[config.mk]
export PLATFORM = sky130hd
export DESIGN_NAME = int_to_fp_pipe
export DESIGN_NICKNAME = d
export VERILOG_FILES = /design/src/rtl/int_to_fp_pipe.sv
export SDC_FILE = /design/constraint.sdc
export NUM_CORES = 1
export LEC_CHECK = 0
export BUFFER_PORTS_ARGS = -buffer_cell sky130_fd_sc_hd__buf_2
export CAP_MARGIN = 20
export CORE_ASPECT_RATIO = 0.5
export CORE_MARGIN = 4
export CORE_UTILIZATION = 30
export DETAILED_ROUTE_END_ITERATION = 8
export GPL_TIMING_DRIVEN = 0
export PLACE_DENSITY = 0.49
export SYNTH_ARGS = -nofsm -noshare
export SYNTH_HDL_FRONTEND = slang
export SYNTH_SLANG_ARGS = --single-unit
export TNS_END_PERCENT = 10
[constraint.sdc]
create_clock -name clk -period 3.54 [get_ports clk]
set_input_delay 0.177 -clock clk [delete_from_list [all_inputs] [get_ports clk]]
set_output_delay 0.177 -clock clk [all_outputs]
set_load 0.01 [all_outputs]
[src/rtl/int_to_fp_pipe.sv]
// Three-stage integer -> IEEE-style float converter with valid/ready flow control.
// Define ROUND_NEAREST_EN for round-to-nearest-even; otherwise the magnitude is truncated.
module int_to_fp_pipe #(
  parameter int INT_W  = 32,
  parameter int EXP_W  = 8,
  parameter int MAN_W  = 23,
  parameter int SIGNED = 1
) (
  input  logic                   clk,
  input  logic                   rst,
  input  logic                   in_valid,
  output logic                   in_ready,
  input  logic [INT_W-1:0]       in_data,
  output logic                   out_valid,
  input  logic                   out_ready,
  output logic [EXP_W+MAN_W:0]   out_fp,
  output logic                   out_inexact
);

  localparam int BIAS = 2**(EXP_W-1) - 1;
  localparam int PW   = $clog2(INT_W);
  localparam int XW   = INT_W + MAN_W + 2;

  generate
    if (BIAS + INT_W > 2**EXP_W - 2) begin : g_bad_cfg
      $error("int_to_fp_pipe: exponent range too small for INT_W");
    end
  endgenerate

  logic [3:1] r_vld_pipe;
  logic       w_stall, w_adv;

  assign out_valid = r_vld_pipe[3];
  assign w_stall   = r_vld_pipe[3] & ~out_ready;
  assign in_ready  = ~w_stall;
  assign w_adv     = ~w_stall;

  // S1: sign / magnitude
  logic             w_s1_sign;
  logic [INT_W-1:0] w_s1_mag;
  logic             r_s1_sign;
  logic [INT_W-1:0] r_s1_mag;

  assign w_s1_sign = (SIGNED != 0) ? in_data[INT_W-1] : 1'b0;
  assign w_s1_mag  = w_s1_sign ? (~in_data + 1'b1) : in_data;

  // S2: leading-one detect and normalise so the MSB becomes the hidden bit
  logic [PW-1:0]    w_p;
  logic             w_nz;
  logic [INT_W-1:0] w_norm;
  logic             r_s2_sign, r_s2_nz;
  logic [PW-1:0]    r_s2_p;
  logic [INT_W-1:0] r_s2_norm;

  always_comb begin
    w_p  = '0;
    w_nz = |r_s1_mag;
    for (int i = 0; i < INT_W; i++)
      if (r_s1_mag[i]) w_p = PW'(i);
    w_norm = r_s1_mag << (PW'(INT_W-1) - w_p);
  end

  // S3: mantissa extract, rounding, exponent
  logic [XW-1:0]    w_ext;
  logic [MAN_W-1:0] w_mant;
  logic             w_g, w_r, w_s, w_inc, w_carry;
  logic [MAN_W:0]   w_rnd;
  logic [EXP_W-1:0] w_exp;
  logic [EXP_W+MAN_W:0] w_fp;
  logic             w_inexact;
  logic [EXP_W+MAN_W:0] r_fp;
  logic             r_inexact;

  // Zero padding below the integer keeps the slicing valid when INT_W-1 < MAN_W.
  assign w_ext  = {r_s2_norm, {(MAN_W+2){1'b0}}};
  assign w_mant = w_ext[INT_W+MAN_W -: MAN_W];
  assign w_g    = w_ext[INT_W];
  assign w_r    = w_ext[INT_W-1];
  assign w_s    = |w_ext[INT_W-2:0];

`ifdef ROUND_NEAREST_EN
  assign w_inc = w_g & (w_r | w_s | w_mant[0]);
`else
  assign w_inc = 1'b0;
`endif

  assign w_rnd     = {1'b0, w_mant} + (MAN_W+1)'(w_inc);
  assign w_carry   = w_rnd[MAN_W];
  assign w_exp     = EXP_W'(r_s2_p) + EXP_W'(BIAS) + EXP_W'(w_carry);
  assign w_fp      = r_s2_nz ? {r_s2_sign, w_exp, w_rnd[MAN_W-1:0]} : '0;
  assign w_inexact = r_s2_nz & (w_g | w_r | w_s);

  always_ff @(posedge clk or posedge rst) begin
    if (rst) begin
      r_vld_pipe <= '0;
      r_s1_sign  <= 1'b0;
      r_s1_mag   <= '0;
      r_s2_sign  <= 1'b0;
      r_s2_nz    <= 1'b0;
      r_s2_p     <= '0;
      r_s2_norm  <= '0;
      r_fp       <= '0;
      r_inexact  <= 1'b0;
    end else if (w_adv) begin
      r_vld_pipe <= {r_vld_pipe[2:1], in_valid};
      r_s1_sign  <= w_s1_sign;
      r_s1_mag   <= w_s1_mag;
      r_s2_sign  <= r_s1_sign & w_nz;
      r_s2_nz    <= w_nz;
      r_s2_p     <= w_p;
      r_s2_norm  <= w_norm;
      r_fp       <= w_fp;
      r_inexact  <= w_inexact;
    end
  end

  assign out_fp      = r_fp;
  assign out_inexact = r_inexact;

endmodule
# Word-level counts from Yosys, hierarchy flattened
# Cells that the tools add are included.
[totals] register_bits=107 inputBits=36 out_inout_bits=35 word_cells=56
[classes] add_sub_neg=3 shifts=1 mux=33 bitwise=8 reduce_logical=2
[op_table] op="two-way mux 5 bit" n=30
[op_table] op="two-way mux 32 bit" n=2
[op_table] op="adder 32 x 1 -> 32 bit, second input constant" n=1
[op_table] op="inverter 32 bit" n=1
[op_table] op="OR reduction 32 bit" n=1
[op_table] op="<< shifter 32 x 5 -> 31 bit" n=1
[op_table] op="adder 5 x 7 -> 8 bit, second input constant" n=1
[op_table] op="OR reduction 6 bit" n=1
[op_table] op="subtractor 5 bit, first input constant" n=1
[op_table] op="bitwise AND 1 bit" n=3
[op_table] op="inverter 1 bit" n=2
[op_table] op="bitwise OR 1 bit" n=2
[op_table] op="two-way mux 1 bit" n=1

# Depth between registers and ports, before layout
# Gate-level depths: netlist of the first run.
[logic_depth] depth_word=33 ltp_mapped=12 depth_no_buf=9

# Worst setup path before layout of the first run
# Ideal clock, no wire load.
[synth_path] kind="flip-flop to flip-flop" startpoint="reg r_s1_mag[12]" endpoint="reg r_s2_norm[16]" setup_time_ns=0.069 t_arrival_ns=2.450 slack_ns=1.021 stages_incl_launch_ff=10 cell_sequence="dfrtp_1 buf_2 or4_1 a211oi_2 o21ai_2 mux2i_1 mux2_4 mux2i_4 or3b_1 nand3_1"
[synth_via] elab_chain_len=22
[synth_rtl] element="start: declaration" line="42" source="logic [INT_W-1:0] r_s1_mag;"
[synth_rtl] element="start signal: assignment" line="107" source="r_s1_mag <= w_s1_mag;"
[synth_rtl] element="two-way mux 5 bit (20 in series)" line="59" source="if (r_s1_mag[i]) w_p = PW'(i);"
[synth_rtl] element="subtractor 5 bit" line="60" source="w_norm = r_s1_mag << (PW'(INT_W-1) - w_p);"
[synth_rtl] element="<< shifter 32 x 5 -> 31 bit (*)" line="60"
[synth_rtl] element="end signal: assignment" line="111" source="r_s2_norm <= w_norm;"
[synth_rtl] element="end: declaration" line="53" source="logic [INT_W-1:0] r_s2_norm;"
# Every way passes the cells marked *; elsewhere a longest branch is shown, timed or not.
# A chain may end at the register's enable or synchronous reset.

# Worst setup path after layout of the first run
[layout_path] startpoint="reg r_vld_pipe[3] (netlist name)" endpoint="out in_ready"
[layout_via] elab_chain_len=2
[layout_rtl] element="start: declaration" line="30" source="logic [3:1] r_vld_pipe;"
[layout_rtl] element="start signal: assignment" line="105" source="r_vld_pipe <= {r_vld_pipe[2:1], in_valid};"
[layout_rtl] element="bitwise AND 1 bit" line="34" source="assign w_stall = r_vld_pipe[3] & ~out_ready;"
[layout_rtl] element="inverter 1 bit"
[layout_rtl] element="end: declaration" line="12" source="output logic in_ready,"
# Every way passes these cells.

==> impl_metrics.json, run 1 <==
{
  "layout-drive-gt1-share": 0.168,
  "crit_chain": "nor2b_1, clkbuf_1, clkinv_1, clkbuf_1, clkbuf_1, buf_2",
  "wl_per_cell_um": 20.8,
  "grt_pass1_wl_mm": 39.7,
  "timing.hold.worst_endpoint": "r_vld_pipe[1]",
  "power.internal_mw": 3.53,
  "max-cap-violations": 0,
  "number_of_antenna_violations_at_the_first_check_in_global_routing": 0,
  "drt_pass1_iterations": 7,
  "ir_worst_vdd_mv": 0.290,
  "cts_sinks": 107,
  "cellLeakagePower_nw": 3.45,
  "min-delay-path-class": "input pin to flop",
  "clock-skew-final_ns": 0.0143,
  "floorplan.io_pins": 71,
  "grt_start_max_net_pins": 63,
  "synth_largest_area_cell": "sky130_fd_sc_hd__dfrtp_1",
  "whs_ns": 0.00287,
  "report.final.hold_viol_count": 0,
  "place_congestion": 0.933,
  "die_w_um": 224,
  "worst-r2r-cell-count": 9,
  "synthTopCellsByCount": "sky130_fd_sc_hd__nand2_1, sky130_fd_sc_hd__dfrtp_1, sky130_fd_sc_hd__o21ai_0",
  "die_area_mm2": 0.0260,
  "drt_drc_violations_left": 0,
  "comb_power_share": 0.530,
  "ctsHtreeMaxLevel": 3,
  "vias_per_cell": 5.47,
  "critical_path_depth": 6,
  "timing_worst_slew_pin_value_ns": 0.905,
  "routed_wl_mm": 25.2,
  "dr_total_vias": 6631,
  "grt_pass1_vias": 6543,
  "synthesis.instances": 817,
  "initial_utilization": 0.306,
  "hp-start": "in_valid",
  "cpMaxStageDelayCell": "sky130_fd_sc_hd__clkbuf_1",
  "swShare": 0.473,
  "critical_path.most_common_cell": "sky130_fd_sc_hd__clkbuf_1",
  "critical_path_start_end_classification": "flop to output port",
  "fp-row-count": 39,
  "detailedPlacementHpwl_mm": 19.4,
  "synth-seq-area-share": 0.383,
  "grt.overflow.total": 0,
  "preCtsSetupSlack_ns": -0.0781,
  "dpl.cell_count": 1195,
  "global_route.usage.total": 0.197,
  "synth-main-ff-cell": "sky130_fd_sc_hd__dfrtp_1",
  "regToRegSetupSlack_ns": 0.23,
  "setup_ws_ns": 0.145,
  "areaGrowthSynthToFinish_pct": 15.7,
  "critical_path.n_buffers_inverters": 5,
  "layout.nets": 938,
  "syn_nets": 855,
  "layout.cells.non_filler": 1212,
  "yosysMostFrequentCell": "sky130_fd_sc_hd__nand2_1",
  "synth_warnings": 0,
  "startpoint_of_the_most_critical_register_to_register_path": "r_s1_mag[24]",
  "post-route-cell-area_mm2": 0.00809,
  "async_s_r_ff_share_synth": 1.00,
  "netlist_area_mm2": 0.00699,
  "worstSetupEndpointType": "output port",
  "cts.root.buffer_cell": "sky130_fd_sc_hd__clkbuf_16",
  "period_needed_ns": 3.40,
  "crit_arrival_ns": 3.22,
  "cts_buf_count": 9,
  "worst_skew_pair.late_latency_ns": 0.37,
  "slew_violations": 0,
  "drt_first_iter_violations": 599,
  "share_seq_of_total_power": 0.307,
  "worst_path_largest_cell_delay_ns": 0.61,
  "synth.top_cells.by_area": "sky130_fd_sc_hd__dfrtp_1, sky130_fd_sc_hd__nand2_1, sky130_fd_sc_hd__o21ai_0",
  "clockPowerShare": 0.163,
  "core_area_mm2": 0.0229,
  "cts_setup_buffers": 0,
  "cts.reportedPaths.clkPinSlew_ns": 0.08,
  "fill_cells": 2406,
  "maxSlewHeadroom": 0.397,
  "maximum_number_of_buffers_from_clock_root_to_sink": 2,
  "post_synth_edffs": 0,
  "cts_tree": "yes",
  "power.density_cell_area_mw_per_mm2": 828,
  "dpl_cell_area_mm2": 0.00776,
  "start_kind": "flop",
  "synth.ff_latch_count": 107,
  "r2r_end": "r_s2_norm[27]",
  "min_delay_path_depth": 3,
  "total_switching_power_mw": 3.17,
  "critical_path.top_delay_family": "buffers and inverters",
  "post-route-period-util": 0.959,
  "insertedDiodeCount": 0,
  "run_status": "finished, final reports clean",
  "numPortBuffers": 70,
  "die_h_um": 116,
  "achievable-frequency_mhz": 295,
  "synth.lib_cells_used.distinct": 81,
  "antenna_left": 0,
  "report.final.setup_viol": 0,
  "syn_avg_cell_area_um2": 8.56,
  "area_share_of_the_largest_cell_type_after_synthesis": 0.383,
  "crit_path_max_fanout": 10,
  "timing.critical_path.required_ns": 3.36,
  "grt_setup_unrepaired": "no"
}
[worst max-delay path by stage]
stage | startpoint | endpoint | slack [ns]
4_1_cts | r_s1_mag[24] | r_s2_norm[24] | 0.10
3_5_place_dp | r_s1_mag[24] | r_s2_norm[28] | -0.08
5_1_grt | r_vld_pipe[3] | in_ready | 0.02
2_1_floorplan | rst | out_fp[0] | 0.55
3_3_place_gp | rst | r_s1_mag[23] | -0.83
6_report | r_vld_pipe[3] | in_ready | 0.14
[power by group through the flow]
stage,combinational (mW),clock [mW],sequential [mW]
global placement,3.49,0,2.07
global route,3.87,1.16,2.12
detailed placement,3.49,0,2.08
floorplan,2.27,0,2.06
CTS,3.51,1.11,2.06
finish,3.55,1.09,2.05
[registers in the layout, summed over array words and instances, names as in the netlist]
signal	flops
r_s2_p	5
out_inexact	1
r_s1_mag	32
r_s2_sign	1
r_s2_norm	31
out_fp	32
r_vld_pipe	3
r_s2_nz	1
r_s1_sign	1
[worst reg2reg max path, stage by stage, from the launching register on]
cell and delay [ns]:
sky130_fd_sc_hd__dfrtp_1 0.38, sky130_fd_sc_hd__buf_6 0.14, sky130_fd_sc_hd__nor4_2 0.67, sky130_fd_sc_hd__o21ai_1 0.24, sky130_fd_sc_hd__o21ai_2 0.42, sky130_fd_sc_hd__buf_2 0.33, sky130_fd_sc_hd__clkbuf_1 0.48, sky130_fd_sc_hd__a211oi_1 0.09
sky130_fd_sc_hd__a211o_1 0.36, sky130_fd_sc_hd__o311ai_1 0.10
[stage by stage]
step           power [mW]   util  setup TNS (ns)
5_1_grt              7.15  0.353               0
3_3_place_gp         5.55  0.338          -88.04
2_1_floorplan        4.33      -               0
6_report             6.70  0.353               0
4_1_cts              6.68  0.353               0
3_5_place_dp         5.57  0.339         -0.0781
[cells by family (layout without fill, tap and decap cells)]
| kind of cell | after synthesis | count (layout) | share of synthesized area |
|---|---|---|---|
| buffers and inverters | 75 | 163 | 0.0535 |
| AND/OR/NAND/NOR | 323 | 323 | 0.215 |
| flip-flops | 107 | 107 | 0.383 |
| AO/OA/AOI/OAI | 234 | 234 | 0.233 |
| adder cells (fa/ha/maj) | 2 | 2 | 0.00358 |
| XOR/XNOR | 32 | 32 | 0.0401 |
| multiplexers | 44 | 44 | 0.0725 |
[placed cells by master, fill, tap and decap left out, types with 7 or more instances in the layout]
cell	Yosys	final
sky130_fd_sc_hd__nor2_1	48	48
sky130_fd_sc_hd__nand3_1	41	41
sky130_fd_sc_hd__buf_6	7	7
sky130_fd_sc_hd__nor3_1	8	8
sky130_fd_sc_hd__o31ai_1	19	19
sky130_fd_sc_hd__xor2_1	30	30
sky130_fd_sc_hd__nand2_1	164	164
sky130_fd_sc_hd__buf_2	17	87
sky130_fd_sc_hd__a21oi_1	30	30
sky130_fd_sc_hd__clkbuf_1	27	26
sky130_fd_sc_hd__nand2b_1	8	8
sky130_fd_sc_hd__clkbuf_16	0	9
sky130_fd_sc_hd__a22oi_1	9	9
sky130_fd_sc_hd__inv_1	12	11
sky130_fd_sc_hd__dfrtp_1	107	107
sky130_fd_sc_hd__a211oi_1	12	12
sky130_fd_sc_hd__mux2i_1	35	35
sky130_fd_sc_hd__nor4_1	8	8
sky130_fd_sc_hd__o21ai_0	72	72
sky130_fd_sc_hd__or4_1	11	11
[layer usage]
layer | global-route usage | share of wire | vias up
met2 | 0.286 | 0.41 | 192
li1 | - | - | 3146
met1 | 0.293 | 0.50 | 3254
met4 | 0.0579 | 0.024 | 0
met5 | 0 | 0 | -
met3 | 0.0445 | 0.062 | 39
[what timing repair did]
action,in CTS,in global routing
setup endpoints to repair,1,4
hold buffers,1,0
endpoints found under the hold margin,45,0
resized for setup,1,2
[layout make-up]
cell class / count / area [µm²] / area share
Clock buffer: 9 / 225 / 0.0278
Clock inverter: 7 / 88.8 / 0.0110
Multi-Input combinational cell: 635 / 3950 / 0.488
Tap cell: 307 / 384 / 0.0475
Sequential cell: 107 / 2680 / 0.331
Inverter: 13 / 51.3 / 0.00634
Timing Repair Buffer: 72 / 388 / 0.0480
Buffer: 62 / 327 / 0.0404
Power figures use the tool's default switching activity.
==> run 2: changes to the inputs <==
GPL_ROUTABILITY_DRIVEN = 0   (was not set)
SETUP_SLACK_MARGIN = 0.05   (was not set)
clock period = 3.7 ns   (was 3.54 ns; I/O delays follow)
==> impl_metrics.json, run 2 (same netlist as run 1, synthesis figures left out) <==
{
  "die_area_mm2": 0.0260,
  "maxSlewHeadroom": 0.462,
  "final_total_power_mw": 6.39,
  "critical_path_start_end_classification": "flop to flop",
  "wl_per_cell_um": 20.1,
  "cts_tree": "yes",
  "crit_chain": "buf_6, nor4_2, o21ai_1, o21ai_2, clkbuf_1, a21oi_1, o21ai_0, nor4bb_2, o31ai_2",
  "most-common-layout-cells": "sky130_fd_sc_hd__nand2_1, sky130_fd_sc_hd__dfrtp_1, sky130_fd_sc_hd__buf_2, sky130_fd_sc_hd__o21ai_0, sky130_fd_sc_hd__nor2_1",
  "start_kind": "flop",
  "initial_utilization": 0.306,
  "startpoint_of_the_most_critical_register_to_register_path": "r_s1_mag[24]",
  "crit_path_max_fanout": 10,
  "grt_pass1_wl_mm": 38.4,
  "post-route-cell-area_mm2": 0.00810,
  "floorplan.io_pins": 71,
  "achievable-frequency_mhz": 291,
  "most_common_cell_after_layout_fill_and_taps_aside": "sky130_fd_sc_hd__nand2_1",
  "number_of_antenna_violations_at_the_first_check_in_global_routing": 0,
  "timing.critical_path.required_ns": 3.94,
  "cts.root.buffer_cell": "sky130_fd_sc_hd__clkbuf_16",
  "drt_drc_violations_left": 0,
  "fp-row-count": 39,
  "routed_wl_mm": 24.4,
  "cts_buf_count": 9,
  "ctsHtreeMaxLevel": 3,
  "period_needed_ns": 3.43,
  "die_w_um": 224,
  "numPortBuffers": 70,
  "power.density_cell_area_mw_per_mm2": 788,
  "post-route-period-util": 0.928,
  "worstSetupEndpointType": "flop",
  "hp-start": "in_valid",
  "maximum_number_of_buffers_from_clock_root_to_sink": 2,
  "ir_worst_vdd_mv": 0.259,
  "max-cap-violations": 0,
  "cellLeakagePower_nw": 3.45,
  "cts_sinks": 107,
  "worst_path_largest_cell_delay_ns": 0.65,
  "worst_skew_pair.late_latency_ns": 0.38,
  "run_status": "finished, final reports clean",
  "vias_per_cell": 5.46,
  "cts.reportedPaths.clkPinSlew_ns": 0.08,
  "antenna_left": 0,
  "fin_util": 0.354,
  "report.final.hold_viol_count": 0,
  "report.final.setup_viol": 0,
  "layout-drive-gt1-share": 0.167,
  "layout.cells.non_filler": 1212,
  "crit_arrival_ns": 3.68,
  "min-delay-path-class": "input pin to flop",
  "layout.nets": 938,
  "crit_start": "r_s1_mag[24]",
  "dpl.cell_count": 1195,
  "core_area_mm2": 0.0229,
  "slew_violations": 0,
  "die_h_um": 116,
  "drt_pass1_iterations": 9,
  "clock-skew-final_ns": 0.0131,
  "global_route.usage.total": 0.191,
  "areaGrowthSynthToFinish_pct": 15.8,
  "grt_pass1_vias": 6416,
  "detailedPlacementHpwl_mm": 18.7,
  "drt_first_iter_violations": 690,
  "dr_total_vias": 6614,
  "dpl_cell_area_mm2": 0.00776,
  "timing_worst_slew_pin_value_ns": 0.807,
  "insertedDiodeCount": 0,
  "grt.overflow.total": 0,
  "grt_start_max_net_pins": 64,
  "cpMaxStageDelayCell": "sky130_fd_sc_hd__nor4_2"
}
-- run 2: changes by cell type in the layout (fill, tap and decap cells not counted), sizes merged --
cell	delta
clkinv	-1
bufinv	+1
-- run 2: final cells by class --
type	count	area (µm²)
Clock buffer	9	225
Fill cell	2405	14800
Clock inverter	7	100
Multi-Input combinational cell	635	3950
Sequential cell	107	2680
Timing Repair Buffer	72	388
Inverter	13	51.3
Buffer	62	325
Tap cell	307	384
-- run 2: per-stage QoR --
stage | hold slack, ns | setup slack, ns | TNS, ns
final | 0.0128 | 0.267 | 0
after global routing | 0.0305 | -0.00796 | -0.00796
after CTS | 0.00379 | 0.261 | 0
after detailed placement | 0.294 | 0.280 | 0
after floorplan | 0.297 | 0.698 | 0
after global placement | 0.387 | -0.621 | -65.40
-- run 2: final timing paths --
path | endpoint | slack (ns) | cells past startpoint
worst min register to register | out_fp[2] | 0.46 | 2
worst max register to register | r_s2_norm[28] | 0.27 | 9
min in group asynchronous | out_fp[26] | 0.43 | 3
worst min-delay path | r_vld_pipe[1] | 0.01 | 3
max in group asynchronous | r_s1_mag[26] | 2.55 | 4
worst max-delay path | r_s2_norm[28] | 0.27 | 9
-- run 2: repair_timing --
item | in CTS | in global routing
gates resized for setup | 0 | 1
endpoints found under the setup margin | 0 | 1
setup buffers | 0 | 0
hold buffers | 1 | 0
hold endpoints to repair | 44 | 0
-- run 2: power by group --
part	switching, mW	total (mW)	internal (mW)
combinational	2.09	3.35	1.26
sequential	0.347	1.97	1.62
clock	0.517	1.07	0.550
total	2.95	6.39	3.43
-- run 2: worst max-delay path, delay by kind of cell, from the launching register on --
kind | cells | cell delay (ns)
buffers and inverters | 2 | 0.65
flip-flops | 1 | 0.38
AND/OR/NAND/NOR | 2 | 1.21
AO/OA/AOI/OAI | 5 | 1.07
-- run 2: layer usage --
metal	vias to the layer above	routed length, µm	global-route usage
li1	3149	-	-
met1	3173	11900	0.276
met2	246	10100	0.280
met3	46	1490	0.0420
met4	0	800	0.0698
met5	-	0	0
